[config.mk]
export PLATFORM = sky130hd
export DESIGN_NAME = serve_scheduler
export DESIGN_NICKNAME = d
export VERILOG_FILES = /design/src/rtl/serve_scheduler_pkg.sv /design/src/rtl/interval_timer.sv /design/src/rtl/serve_scheduler.sv
export SDC_FILE = /design/constraint.sdc
export NUM_CORES = 1
export LEC_CHECK = 0
export ABC_AREA = 1
export ABC_CLOCK_PERIOD_IN_PS = 2060
export BUFFER_PORTS_ARGS = -buffer_cell sky130_fd_sc_hd__buf_2
export CORE_MARGIN = 8
export CORE_UTILIZATION = 50
export CTS_BUF_LIST = sky130_fd_sc_hd__clkbuf_8
export CTS_CLUSTER_DIAMETER = 50
export CTS_CLUSTER_SIZE = 28
export DETAILED_ROUTE_END_ITERATION = 6
export GPL_TIMING_DRIVEN = 1
export PLACE_DENSITY_LB_ADDON = 0.2
export RECOVER_POWER = 25
export SLEW_MARGIN = 20
export SYNTH_ARGS = -nofsm -noshare
export SYNTH_HDL_FRONTEND = slang
export SYNTH_SLANG_ARGS = --single-unit
[constraint.sdc]
create_clock -name clock -period 2.06 [get_ports clock]
set_input_delay 0.206 -clock clock [delete_from_list [all_inputs] [get_ports clock]]
set_output_delay 0.206 -clock clock [all_outputs]
set_load 0.03 [all_outputs]
[src/rtl/serve_scheduler_pkg.sv]
// Shared definitions for the serve scheduler.
// Holds the FSM state encoding, the default parameter values and the
// minimum serve interval that a programmed interval of zero maps onto.
package serve_scheduler_pkg;

  localparam int DEF_INTERVAL_W  = 16;
  localparam int DEF_ACK_TIMEOUT = 64;
  localparam int DEF_COUNT_W     = 16;

  // A programmed interval of zero would never fire, so it is promoted to this.
  localparam int MIN_INTERVAL = 1;

  typedef enum logic [2:0] {
    ST_IDLE,
    ST_WAIT,
    ST_SERVE,
    ST_DONE,
    ST_ERROR
  } state_t;

endpackage

[src/rtl/interval_timer.sv]
// Countdown used to space serve requests.
// Ports:
//   clock    - system clock, rising edge
//   reset    - asynchronous, active-low
//   load     - loads value into the countdown (takes priority over counting)
//   value    - interval to load, expected to be at least 1
//   tick_out - high during the last cycle of the interval, so the owner
//              reacts on the edge that completes exactly 'value' cycles
module interval_timer #(
  parameter int VALUE_W = 16
) (
  input  logic               clock,
  input  logic               reset,
  input  logic               load,
  input  logic [VALUE_W-1:0] value,
  output logic               tick_out
);

  logic [VALUE_W-1:0] count;

  // Free-running down-counter that parks at zero; the FSM only looks at
  // tick_out while waiting, so counting outside that state is harmless.
  always_ff @(posedge clock or negedge reset) begin
    if (!reset) begin
      count <= '0;
    end else if (load) begin
      count <= value;
    end else if (count != '0) begin
      count <= count - 1'b1;
    end
  end

  assign tick_out = (count == VALUE_W'(1));

endmodule

[src/rtl/serve_scheduler.sv]
// Serve scheduler: issues periodic serve requests to the DataManager,
// waits for each acknowledge, counts acknowledged serves and ends the run
// on data exhaustion or stop. A missing acknowledge is flagged as an error.
// Ports:
//   clock, reset        - system clock and asynchronous active-low reset
//   start, stop         - run control levels (stop wins over start)
//   clear_err           - leaves the error state
//   interval_cfg        - cycles between serves (0 is treated as 1)
//   out_of_data, reg_en - DataManager status and acknowledge
//   serve_reg           - serve request to the DataManager
//   busy, done, err     - run status (done is a one-cycle pulse)
//   served_count        - acknowledged serves in the current run, saturating
module serve_scheduler
  import serve_scheduler_pkg::*;
#(
  parameter int INTERVAL_W  = DEF_INTERVAL_W,
  parameter int ACK_TIMEOUT = DEF_ACK_TIMEOUT,
  parameter int COUNT_W     = DEF_COUNT_W
) (
  input  logic                  clock,
  input  logic                  reset,
  input  logic                  start,
  input  logic                  stop,
  input  logic                  clear_err,
  input  logic [INTERVAL_W-1:0] interval_cfg,
  input  logic                  out_of_data,
  input  logic                  reg_en,
  output logic                  serve_reg,
  output logic                  busy,
  output logic                  done,
  output logic                  err,
  output logic [COUNT_W-1:0]    served_count
);

  localparam int ACK_W = $clog2(ACK_TIMEOUT + 1);
  localparam logic [ACK_W-1:0] ACK_LAST = ACK_W'(ACK_TIMEOUT - 1);

  state_t                state;
  state_t                state_next;
  logic [INTERVAL_W-1:0] interval_q;
  logic [INTERVAL_W-1:0] interval_eff;
  logic [INTERVAL_W-1:0] timer_value;
  logic                  timer_load;
  logic                  tick;
  logic [ACK_W-1:0]      ack_cnt;
  logic                  stop_pending;
  logic                  run_begin;
  logic                  count_inc;

  assign interval_eff = (interval_cfg == '0) ? INTERVAL_W'(MIN_INTERVAL) : interval_cfg;

  // On a fresh start the live configuration is loaded; reloads between
  // serves reuse the value latched at that start.
  assign timer_value = (state == ST_IDLE) ? interval_eff : interval_q;

  interval_timer #(
    .VALUE_W (INTERVAL_W)
  ) u_interval_timer (
    .clock    (clock),
    .reset    (reset),
    .load     (timer_load),
    .value    (timer_value),
    .tick_out (tick)
  );

  // Next-state logic. A stop seen together with the acknowledge counts as
  // pending, so that handshake still ends the run through DONE.
  always_comb begin
    state_next = state;
    timer_load = 1'b0;
    run_begin  = 1'b0;
    count_inc  = 1'b0;
    case (state)
      ST_IDLE: begin
        if (start && !stop) begin
          run_begin = 1'b1;
          if (out_of_data) begin
            state_next = ST_DONE;
          end else begin
            timer_load = 1'b1;
            state_next = ST_WAIT;
          end
        end
      end
      ST_WAIT: begin
        if (stop) begin
          state_next = ST_IDLE;
        end else if (tick) begin
          state_next = ST_SERVE;
        end
      end
      ST_SERVE: begin
        if (reg_en) begin
          count_inc = 1'b1;
          if (out_of_data || stop_pending || stop) begin
            state_next = ST_DONE;
          end else begin
            timer_load = 1'b1;
            state_next = ST_WAIT;
          end
        end else if (ack_cnt == ACK_LAST) begin
          state_next = ST_ERROR;
        end
      end
      ST_DONE: begin
        state_next = ST_IDLE;
      end
      ST_ERROR: begin
        if (clear_err) begin
          state_next = ST_IDLE;
        end
      end
      default: begin
        state_next = ST_IDLE;
      end
    endcase
  end

  // State, registered outputs and run bookkeeping. Outputs are decoded from
  // the next state so they line up with the state register itself.
  always_ff @(posedge clock or negedge reset) begin
    if (!reset) begin
      state        <= ST_IDLE;
      serve_reg    <= 1'b0;
      busy         <= 1'b0;
      done         <= 1'b0;
      err          <= 1'b0;
      served_count <= '0;
      interval_q   <= '0;
      ack_cnt      <= '0;
      stop_pending <= 1'b0;
    end else begin
      state     <= state_next;
      serve_reg <= (state_next == ST_SERVE);
      busy      <= (state_next == ST_WAIT) || (state_next == ST_SERVE);
      done      <= (state_next == ST_DONE);
      err       <= (state_next == ST_ERROR);

      if (run_begin) begin
        interval_q   <= interval_eff;
        served_count <= '0;
      end else if (count_inc && (served_count != '1)) begin
        served_count <= served_count + 1'b1;
      end

      // Ack timer and stop request only live for one stay in SERVE.
      if ((state == ST_SERVE) && (state_next == ST_SERVE)) begin
        ack_cnt      <= ack_cnt + 1'b1;
        stop_pending <= stop_pending | stop;
      end else begin
        ack_cnt      <= '0;
        stop_pending <= 1'b0;
      end
    end
  end

endmodule

* Yosys cells after proc, flatten, opt, wreduce, memory -nomap -nowiden
Cells that the tools add are included.
Widths: inputs -> output; s select.
** Cells by class
- Bitwise operators :: 1
- Muxes and demuxes :: 26
- Equal/unequal tests :: 10
- Reductions and logical operators :: 12
- Add/sub/neg operators :: 3
** Operators with widths (count)
- $mux 16 :: 6
- $mux 3 :: 6
- $add 16x1->16 const B :: 1
- $eq 16x1->1 const B :: 1
- $logic_not 16->1 :: 1
- $ne 16x16->1 const B :: 1
- $reduce_bool 16->1 :: 1
- $sub 16x1->16 const B :: 1
- $pmux 3 s4 :: 1
- $eq 3x2->1 const B :: 3
- $mux 1 :: 9
- $add 7x1->7 const B :: 1
- $eq 7x6->1 const B :: 1
- $mux 7 :: 1
- $eq 3x1->1 const B :: 2
- $eq 3x3->1 const B :: 2
- $mux 2 :: 2
- $reduce_bool 2->1 :: 2
- $logic_and 1x1->1 :: 3
- $logic_not 3->1 :: 1
- $logic_or 1x1->1 :: 3
- $pmux 1 s2 :: 1
- $logic_not 1->1 :: 1
- $or 1x1->1 :: 1
** Storage, ports and cells
- Output and inout port bits :: 20
- Word-level logic and storage cells :: 62
- Register bits after elaboration :: 63

* Longest topological paths before layout
Gate-level depths: netlist (run 1).
- Depth after elaboration :: 8
- Gate-level depth with buffers :: 11
- Gate-level depth less buffers :: 11

* By module
From an unflattened synthesis (run 1), not the netlist that was laid out.
** Second synthesis, totals
- Cell total of the unflattened synthesis :: 493
- Area total of the unflattened synthesis :: 3774.9 µm²
** Modules (own cells, without submodules)
- serve_scheduler :: times used 1, cells each 330, area an instance 2606.2 µm²
- interval_timer :: times used 1, cells each 163, area an instance 1168.6 µm²

* Worst setup path before layout (run 1)
No wires, ideal clock.
- Kind :: reg2reg
- From :: register served_count[1]
- To :: register served_count[6]
- Stages on the path, launching flop included :: 10
- Clock period less this slack :: 1.796 ns
- Setup slack :: 0.264 ns
- Buffers on the path :: 1
- Data required time :: 1.936 ns
- Arrival time :: 1.671 ns
- Path through :: dfrtp_1 > ha_1 > nand2_1 > nor2_2 > nand2_4 > nor2_8 > nor2_8 > buf_12 > nand3_2 > o21ai_2
** Between the ends
- Word-level cells in the longest chain between the ends :: 3
- Elaborated cells on any way between the ends :: 6
** RTL lines
- from (decl) :: RTL line serve_scheduler.sv:32 : output logic [COUNT_W-1:0] served_count
- from (signal assigned) :: RTL line serve_scheduler.sv:143 : served_count <= served_count + 1'b1;
- $add 16x1->16 or $ne 16x16->1 (tied branches) :: RTL line serve_scheduler.sv:143, serve_scheduler.sv:142
- $mux 16 or $logic_and 1x1->1 (tied branches) :: RTL line serve_scheduler.sv:142 : end else if (count_inc && (served_count != '1)) begin
- $mux 16 or $reduce_bool 2->1 (tied branches)
Several ways; a longest one is shown, not always the timed one. The select of a mux whose other input is x is not followed.
A chain may end at the register's enable or synchronous reset.

* Worst setup path in the final report (run 1)
- From :: register u_interval_timer.count[0]
- To :: register u_interval_timer.count[1]
** Between the ends
- Word-level cells in the longest chain between the ends :: 3
- Elaborated cells on any way between the ends :: 5
** RTL lines
- from (decl) :: RTL line interval_timer.sv:19 : logic [VALUE_W-1:0] count;
- from (signal assigned) :: RTL line interval_timer.sv:27 : count <= value;
- from (signal assigned) :: RTL line interval_timer.sv:29 : count <= count - 1'b1;
- $sub 16x1->16 :: RTL line interval_timer.sv:29
- $mux 16 :: RTL line interval_timer.sv:28 : end else if (count != '0) begin
- $mux 16 :: RTL line interval_timer.sv:26 : end else if (load) begin
Several ways; a longest one is shown, not always the timed one. The select of a mux whose other input is x is not followed.

==> results of run 1 <==
[cell families after synthesis]
kind of cell | share of synthesized area, %
AND/OR/NAND/NOR | 35.5
buffers and inverters | 8.60
AO/OA/AOI/OAI | 9.99
flip-flops | 40.7
XOR/XNOR | 3.62
adder cells (fa/ha/maj) | 1.62
[power by group through the flow]
stage               logic [mW]  clock network, mW  registers, mW
global route              1.46               1.04           1.79
finish                    1.25              0.967           1.74
CTS                       1.26              0.990           1.74
floorplan                0.963                  0           1.75
global placement          1.24                  0           1.75
detailed placement        1.25                  0           1.76
[synth_stat cells, drive strengths merged (3+ instances only)]
cell | number | area share, %
nand2 | 142 | 14
nor2 | 68 | 9.3
dfrtp | 63 | 41
inv | 61 | 5.9
o21ai | 45 | 6.0
nand3 | 38 | 5.6
a21oi | 16 | 3.3
nand4 | 15 | 3.9
xor2 | 14 | 3.2
buf | 10 | 2.3
nor3 | 7 | 1.3
ha | 5 | 1.6
clkbuf | 3 | 0.29
nand3b | 3 | 0.58
[routing by layer]
metal / up-vias / global-route usage, % / share of wire [%]
met5: - / 0 / 0
met4: 0 / 8.79 / 2.6
met3: 21 / 2.85 / 3.5
met2: 65 / 27.8 / 48
met1: 1576 / 21.2 / 46
li1: 1674 / - / -
[final cells by class]
cell class / instances / share of cell area (%)
clock buffers: 12 / 3.83
clock inverters: 1 / 0.116
repair buffers: 47 / 5.74
flip-flops and latches: 63 / 36.5
well taps: 102 / 2.96
multi-input cells: 359 / 45.4
inverters: 62 / 5.39
[final timing paths]
check / startpoint / endpoint / slack, ns / cells past startpoint
max: u_interval_timer.count[0] / u_interval_timer.count[1] / 0.26 / 9
min reg2reg: ack_cnt[0] / ack_cnt[0] / 0.48 / 1
min in group asynchronous: reset / ack_cnt[6] / 0.84 / 3
min: clear_err / err / 0.06 / 2
max in group asynchronous: reset / served_count[14] / 0.38 / 3
max reg2reg: u_interval_timer.count[0] / u_interval_timer.count[1] / 0.26 / 9
[critical path: stages (launching register included)]
cell,delay [ns]
dfrtp_1,0.40
inv_1,0.13
ha_1,0.16
nor3b_1,0.24
nand2_1,0.10
nor2_2,0.18
nand2_4,0.07
inv_2,0.26
nand2_1,0.10
o21ai_1,0.08
[repair_timing]
| item | 4_1_cts | 5_1_grt |
|---|---|---|
| endpoints found under the hold margin | 63 | 0 |
| endpoints found under the setup margin | 0 | 0 |
| hold buffers | 1 | 0 |
| buffers inserted | 0 | 0 |
| gates resized for setup | 0 | 0 |
==> metrics.md, run 1 <==
| Metric | Value |
|---|---|
| Status | completed |
| Placed cell area | 4150 um2 |
| Nets | 570 |
| Die height | 104 um |
| Number of synthesized flops with an enable pin | 0 |
| Port bufs | 42 |
| Share of cells above drive strength 1 | 21.1% |
| Post-route ant nets | 0 |
| Hold_ws | 0.0569 ns |
| Largest net degree at the start of global routing | 64 |
| Power Dens Cells | 917 nW/um2 |
| Max-cap violations | 0 |
| Area grow syn2layout | 11.5% |
| Sw Share | 37.0% |
| Share of power burned in registers | 44.0% |
| Synth Cell Area | 3870 um2 |
| Total number of vias | 3336 |
| Pins Over Slew Limit | 0 |
| Required time worst endpoint | 2.32 ns |
| Hold Vio Cnt, Final | 0 |
| Fin area | 4320 um2 |
| Layout filler cell count | 724 |
| Total I/O pin count | 43 |
| Cell variety after synth | 38 |
| Worst min-delay path class | primary input to flip-flop |
| Clock slew seen by the registers of the worst setup and hold paths | 0.07 ns |
| Core Region | 7610 um2 |
| First-pass GRT wire length | 15.5 mm |
| RSZ-0062 raised after global routing | false |
| Internal | 2.49 mW |
| DIE WIDTH | 104 um |
| Critical path class | flip-flop to flip-flop |
| Leakage | 2.18 nW |
| Syn. warnings | 0 |
| Max clock buf depth | 2 |
| Vias/cell | 5.16 |
| Minimum clock period | 1.80 ns |
| Gpl congestion | 0.864 |
| DRC | 0 |
| Multi-input gate area | 1960 um2 |
| Syn Nets | 525 |
| Maximum VDD drop | 357 uV |
| Antenna diodes | 0 |
| Final setup fails | 0 |
| Setup ws final | 0.255 ns |
| Initial antenna violation count | 0 |
| Wire per inst | 13.3 um |
| Post-Route Utilization | 56.7% |
| Critical path endpoint category | flip-flop |
| Final std cells w/o fill | 646 |
| Register area share after synthesis | 40.7% |
| Mean Syn Cell Area | 7.79 um2 |
| DRT iter0 DRCs | 133 |
| Clock power frac | 24.4% |
| Crit path launch type | flip-flop |
| Combinational share of power | 31.6% |
| Post-Route WL | 8.59 mm |
| Commonest non-fill, non-tap cell in the layout | nand2_1 |
| Worst Tran Pin Value | 1.41 ns |
| Register Area | 1580 um2 |
| Top Registers | interval_q (16), served_count (16), u_interval_timer.count (16) |
| Most frequent cells in the layout | 137 x nand2_1, 63 x dfrtp_1, 55 x inv_1, 50 x nor2_1, 43 x buf_2 |
| Num rows | 32 |
| Fmax | 554 MHz |
| Root Buffer | clkbuf_8 |
| Setup Skew | 0.00821 ns |
| Latest clock arrival within the worst-skew pair | 0.34 ns |
| Detailed placer's ending HPWL | 6.36 mm |
| Mapped Cells | 497 |
| Fin crit share | 87.6% |
| Dpl ws | 0.277 ns |
| Clk sink count | 63 |
| Starting Density | 50.9% |
| Slew headroom | 5.69% |
| Critical path arrival | 2.07 ns |
| Final TNS setup | 0 ns |
| First-pass detailed-route iteration total | 5 |
| Die area | 10800 um2 |
| Number of global-route vias before repair | 3379 |
| Total CTS buffers | 9 |
| Switching power of the nets | 1.47 mW |
| Power after layout | 3.96 mW |
| H-tree levels | 3 |
| Number of synthesized register bits | 63 |
| # placed instances | 632 |
| Fraction of registers with async set/reset | 100% |
| Synth Flop Type | dfrtp_1 |
| Crit Path Max Fanout | 14 |
| Gr ovfl total | 0 |
| Global Route Usage Sum | 17.0% |
| CTS tree | yes |
Note: power is estimated with default switching activity, not from simulation.
==> run 2: changes to the inputs <==
Settings changed: CORE_UTILIZATION 50 to 35.
==> metrics.md, run 2 (same netlist as run 1, synthesis figures left out) <==
| Metric | Value |
|---|---|
| RSZ-0062 raised after global routing | false |
| Detailed placer's ending HPWL | 6.54 mm |
| Post-route ant nets | 0 |
| Root Buffer | clkbuf_8 |
| Die area | 14700 um2 |
| WHS Endpoint | err |
| Leakage | 2.22 nW |
| Maximum VDD drop | 459 uV |
| First-pass GRT wire length | 15.2 mm |
| Core Region | 10800 um2 |
| Crit Reg-Reg Endpoint | u_interval_timer.count[1] |
| Antenna diodes | 0 |
| Critical Path, Cell by Cell | inv_1 -> ha_1 -> nor3b_1 -> nand2_1 -> nor2_2 -> nand2_4 -> inv_2 -> o21ai_1 |
| Top Registers | interval_q (16), served_count (16), u_interval_timer.count (16) |
| DRC | 0 |
| Crit path launch type | flip-flop |
| Clock power frac | 27.6% |
| Starting Density | 35.7% |
| Hold Startpoint | clear_err |
| Port bufs | 42 |
| Post-CTS Setup Inserts | 0 |
| Worst Tran Pin Value | 1.42 ns |
| Num rows | 38 |
| Hold Path Stages | 2 |
| DIE WIDTH | 121 um |
| Fmax | 543 MHz |
| Critical path class | flip-flop to flip-flop |
| Slowest CP cell | dfrtp_1 |
| Most frequent cells in the layout | 137 x nand2_1, 63 x dfrtp_1, 56 x inv_1, 50 x nor2_1, 43 x buf_2 |
| Commonest non-fill, non-tap cell in the layout | nand2_1 |
| First-pass detailed-route iteration total | 4 |
| Worst min-delay path class | primary input to flip-flop |
| Critical path endpoint category | flip-flop |
| Critical path arrival | 2.06 ns |
| Number of global-route vias before repair | 3252 |
| H-tree levels | 3 |
| Worst r2r src | u_interval_timer.count[0] |
| Hold_ws | 0.0455 ns |
| Max clock buf depth | 2 |
| Post-Route Utilization | 40.8% |
| Wire per inst | 12.9 um |
| Share of cells above drive strength 1 | 21.7% |
| Total CTS buffers | 9 |
| Minimum clock period | 1.84 ns |
| # placed instances | 672 |
| Setup Skew | 0.00737 ns |
| Max-cap violations | 0 |
| Post_cts resized | 0 |
| Largest net degree at the start of global routing | 64 |
| Pins Over Slew Limit | 0 |
| Final TNS setup | 0 ns |
| Highest cell delay on the worst timing path | 0.40 ns |
| Setup ws final | 0.218 ns |
| Power Dens Cells | 936 nW/um2 |
| Latest clock arrival within the worst-skew pair | 0.34 ns |
| Worst r2r path cells | 8 |
| Nets | 572 |
| Clk sink count | 63 |
| Gr ovfl total | 0 |
| Clock slew seen by the registers of the worst setup and hold paths | 0.07 ns |
| Initial antenna violation count | 0 |
| Global Route Usage Sum | 13.0% |
| Crit Path Max Fanout | 14 |
| Status | completed |
| Sw Share | 36.4% |
| Total number of vias | 3222 |
| Die height | 121 um |
| Layout filler cell count | 1155 |
| Final setup fails | 0 |
| Required time worst endpoint | 2.28 ns |
| Total I/O pin count | 43 |
| Dpl ws | 0.230 ns |
| Slew headroom | 5.62% |
| Area grow syn2layout | 14.1% |
| Share of power burned in registers | 41.9% |
| Reg2reg setup slack | 0.22 ns |
| DRT iter0 DRCs | 117 |
| Hold Vio Cnt, Final | 0 |
| Fin crit share | 89.4% |
| Vias/cell | 4.68 |
| Gpl congestion | 0.876 |
| Switching power of the nets | 1.51 mW |
| Internal | 2.63 mW |
| Post-Route WL | 8.91 mm |
| Final std cells w/o fill | 689 |
| CTS tree | yes |
| Combinational share of power | 30.5% |
[run 2: cell types whose count changed in the layout (fill, tap and decap cells not counted)]
cell and change:
buf_4 +2, bufinv_16 +1, clkinv_2 +1, inv_1 +1
[run 2: through the flow]
step	cell area [um2]	total power, mW
final	4420	4.14
after global routing	4420	4.48
after CTS	4430	4.19
after detailed placement	4210	3.03
after global placement	4210	3.00
after floorplan	3870	2.71
[run 2: area by class of cell]
class / instances / area [um2] / area share, %
clock buffers: 12 / 165 / 3.74
multi-input cells: 359 / 1960 / 44.4
repair buffers: 49 / 263 / 5.95
clock inverters: 4 / 43.8 / 0.991
inverters: 62 / 233 / 5.27
well taps: 140 / 175 / 3.96
flip-flops and latches: 63 / 1580 / 35.7
[run 2: critical path: cells and delay by family, from the launching register on]
family / cells / cell delay, ns
AO/OA/AOI/OAI: 1 / 0.12
adder cells (fa/ha/maj): 1 / 0.15
buffers and inverters: 2 / 0.39
flip-flops: 1 / 0.40
AND/OR/NAND/NOR: 4 / 0.66
[run 2: worst max-delay path by stage]
stage | slack, ns | startpoint | to | cells past startpoint
after floorplan | 0.26 | served_count[1] | served_count[6] | 9
after global placement | 0.35 | u_interval_timer.count[0] | u_interval_timer.count[1] | 8
after detailed placement | 0.23 | u_interval_timer.count[0] | u_interval_timer.count[1] | 8
after CTS | 0.22 | u_interval_timer.count[0] | u_interval_timer.count[1] | 8
after global routing | 0.04 | reset | u_interval_timer.count[11] | 3
final | 0.22 | u_interval_timer.count[0] | u_interval_timer.count[1] | 8
[run 2: layer usage]
layer,vias up,wire length (um),track usage (%)
li1,1677,-,-
met1,1478,4290,15.9
met2,47,4090,20.9
met3,20,345,3.44
met4,0,181,6.09
met5,-,0,0
[run 2: timing repair]
| item | in CTS | in global routing |
|---|---|---|
| endpoints found under the setup margin | 0 | 0 |
| endpoints found under the hold margin | 63 | 0 |
| hold buffers | 1 | 0 |
[run 2: power groups by stage]
stage	Combinational (mW)	Sequential, mW	Clock [mW]
floorplan	0.963	1.75	0
global placement	1.25	1.75	0
detailed placement	1.28	1.75	0
CTS	1.28	1.73	1.18
global route	1.47	1.77	1.23
finish	1.26	1.73	1.14
==> run 3: changes to the inputs <==
Settings changed: ABC_CLOCK_PERIOD_IN_PS 2060 to 2100, CORE_ASPECT_RATIO set to 1.5, RECOVER_POWER 25 to 50.
Clock period 2.06 ns to 2.1 ns, I/O delays scaled along.
==> metrics.md, run 3 (same netlist as run 1, synthesis figures left out) <==
| Metric | Value |
|---|---|
| Status | completed |
| Worst r2r src | u_interval_timer.count[0] |
| Antenna diodes | 0 |
| Commonest non-fill, non-tap cell in the layout | nand2_1 |
| Switching power of the nets | 1.50 mW |
| Critical path class | flip-flop to flip-flop |
| Post-Route Utilization | 40.1% |
| CP endpoint | u_interval_timer.count[1] |
| First-pass GRT wire length | 15.7 mm |
| Top Registers | interval_q (16), served_count (16), u_interval_timer.count (16) |
| Post-Route WL | 9.36 mm |
| CTS tree | yes |
| Share of cells above drive strength 1 | 19.6% |
| Area grow syn2layout | 13.4% |
| Clk sink count | 63 |
| Final TNS setup | 0 ns |
| First-pass detailed-route iteration total | 4 |
| Most frequent cells in the layout | 137 x nand2_1, 63 x dfrtp_1, 56 x inv_1, 50 x nor2_1, 37 x o21ai_0 |
| Total I/O pin count | 43 |
| Max clock buf depth | 2 |
| Maximum VDD drop | 299 uV |
| Worst min-delay path class | primary input to flip-flop |
| DIE WIDTH | 102 um |
| Die height | 145 um |
| H-tree levels | 3 |
| Starting Density | 35.4% |
| Crit Reg-Reg Endpoint | u_interval_timer.count[1] |
| DRC | 0 |
| Gpl congestion | 0.830 |
| Root Buffer | clkbuf_8 |
| Setup Skew | 0.00786 ns |
| Final setup fails | 0 |
| Sw Share | 37.1% |
| CP startpoint | u_interval_timer.count[0] |
| Register Area | 1580 um2 |
| Num rows | 47 |
| Crit path launch type | flip-flop |
| Minimum clock period | 1.78 ns |
| Gr ovfl total | 0 |
| Worst Tran Pin Value | 0.905 ns |
| Clock power frac | 26.7% |
| Largest net degree at the start of global routing | 64 |
| Hold Vio Cnt, Final | 0 |
| Layout filler cell count | 1183 |
| Initial antenna violation count | 0 |
| Nets | 570 |
| Slew headroom | 39.7% |
| DRT iter0 DRCs | 125 |
| Pins Over Slew Limit | 0 |
| Total CTS buffers | 9 |
| Latest clock arrival within the worst-skew pair | 0.35 ns |
| Required time worst endpoint | 2.33 ns |
| Crit Path Max Fanout | 14 |
| Global Route Usage Sum | 13.7% |
| Vias/cell | 4.63 |
| Multi-input gate area | 1960 um2 |
| Number of global-route vias before repair | 3322 |
| Fin crit share | 84.7% |
| Combinational share of power | 30.8% |
| Max-cap violations | 0 |
| Clock slew seen by the registers of the worst setup and hold paths | 0.07 ns |
| Critical path endpoint category | flip-flop |
| Port bufs | 42 |
| Total number of vias | 3207 |
| Wire per inst | 13.5 um |
| Critical path arrival | 2.01 ns |
| Reg2reg setup slack | 0.32 ns |
| Post_cts resized | 0 |
| Post-CTS Setup Inserts | 0 |
| Internal | 2.54 mW |
| Fmax | 562 MHz |
| Worst r2r path cells | 8 |
| Share of power burned in registers | 42.5% |
| Die area | 14800 um2 |
| RSZ-0062 raised after global routing | false |
| Power Dens Cells | 920 nW/um2 |
| Post-route ant nets | 0 |
| Core Region | 10900 um2 |
| Leakage | 2.16 nW |
| Detailed placer's ending HPWL | 6.96 mm |
==> run 3: cell count changes in the layout (fill, tap and decap cells not counted) <==
| cell | before | now |
|---|---|---|
| buf_2 | 43 | 33 |
| buf_4 | 5 | 3 |
| clkbuf_1 | 0 | 9 |
| clkbuf_4 | 0 | 1 |
| clkbuf_8 | 12 | 11 |
| clkinv_2 | 2 | 3 |
| inv_2 | 6 | 5 |
==> run 3: repair_timing <==
action                                  4_1_cts  5_1_grt
hold buffers                                  1        0
endpoints found under the setup margin        0        0
hold endpoints to repair                     63        0
==> run 3: how the worst min path moves through the flow <==
stage                   start         end  slack [ns]  depth (start not counted)
floorplan               reset  ack_cnt[0]       -0.09                          0
global placement        reset   serve_reg        0.26                          2
detailed placement      reset        done        0.26                          2
CTS                 clear_err    state[2]        0.02                          2
global route        clear_err    state[2]        0.03                          2
finish              clear_err    state[2]        0.04                          2
==> run 3: power by group through the flow <==
stage / sequential, mW / combinational [mW] / clock [mW]
6_report: 1.72 / 1.24 / 1.08
4_1_cts: 1.71 / 1.27 / 1.12
5_1_grt: 1.76 / 1.45 / 1.17
2_1_floorplan: 1.72 / 0.945 / 0
3_3_place_gp: 1.73 / 1.24 / 0
3_5_place_dp: 1.73 / 1.26 / 0
==> run 3: critical path, stage by stage (launching register included) <==
cell and delay [ns]:
dfrtp_1 0.40, inv_1 0.12, ha_1 0.16, nor3b_1 0.25, nand2_1 0.10, nor2_2 0.18, nand2_4 0.07, inv_2 0.27
o21ai_1 0.12
==> run 3: cell type report <==
| class | instances | share of cell area (%) |
|---|---|---|
| Multi-Input combinational cell | 359 | 44.7 |
| Clock inverter | 4 | 1.03 |
| Inverter | 62 | 5.30 |
| Timing Repair Buffer | 47 | 5.44 |
| Clock buffer | 11 | 3.45 |
| Tap cell | 147 | 4.19 |
| Sequential cell | 63 | 35.9 |
==> run 3: metrics by stage <==
stage / setup slack (ns) / instances / hold WS, ns / power (mW) / cell area, um2
3_3_place_gp: 0.356 / 677 / 0.257 / 2.96 / 4210
3_5_place_dp: 0.319 / 677 / 0.257 / 2.99 / 4210
6_report: 0.322 / 693 / 0.0402 / 4.04 / 4390
4_1_cts: 0.294 / 693 / 0.0199 / 4.10 / 4410
5_1_grt: 0.154 / 693 / 0.0319 / 4.37 / 4390
2_1_floorplan: 0.304 / 497 / -0.0856 / 2.66 / 3870
==> run 3: per-layer routing <==
| metal | global-route usage [%] | vias to the layer above | share of wire (%) |
|---|---|---|---|
| met5 | 0 | - | 0 |
| met4 | 7.38 | 0 | 2.6 |
| met3 | 2.39 | 15 | 2.7 |
| met2 | 23.9 | 45 | 52 |
| met1 | 15.5 | 1477 | 43 |
| li1 | - | 1670 | - |
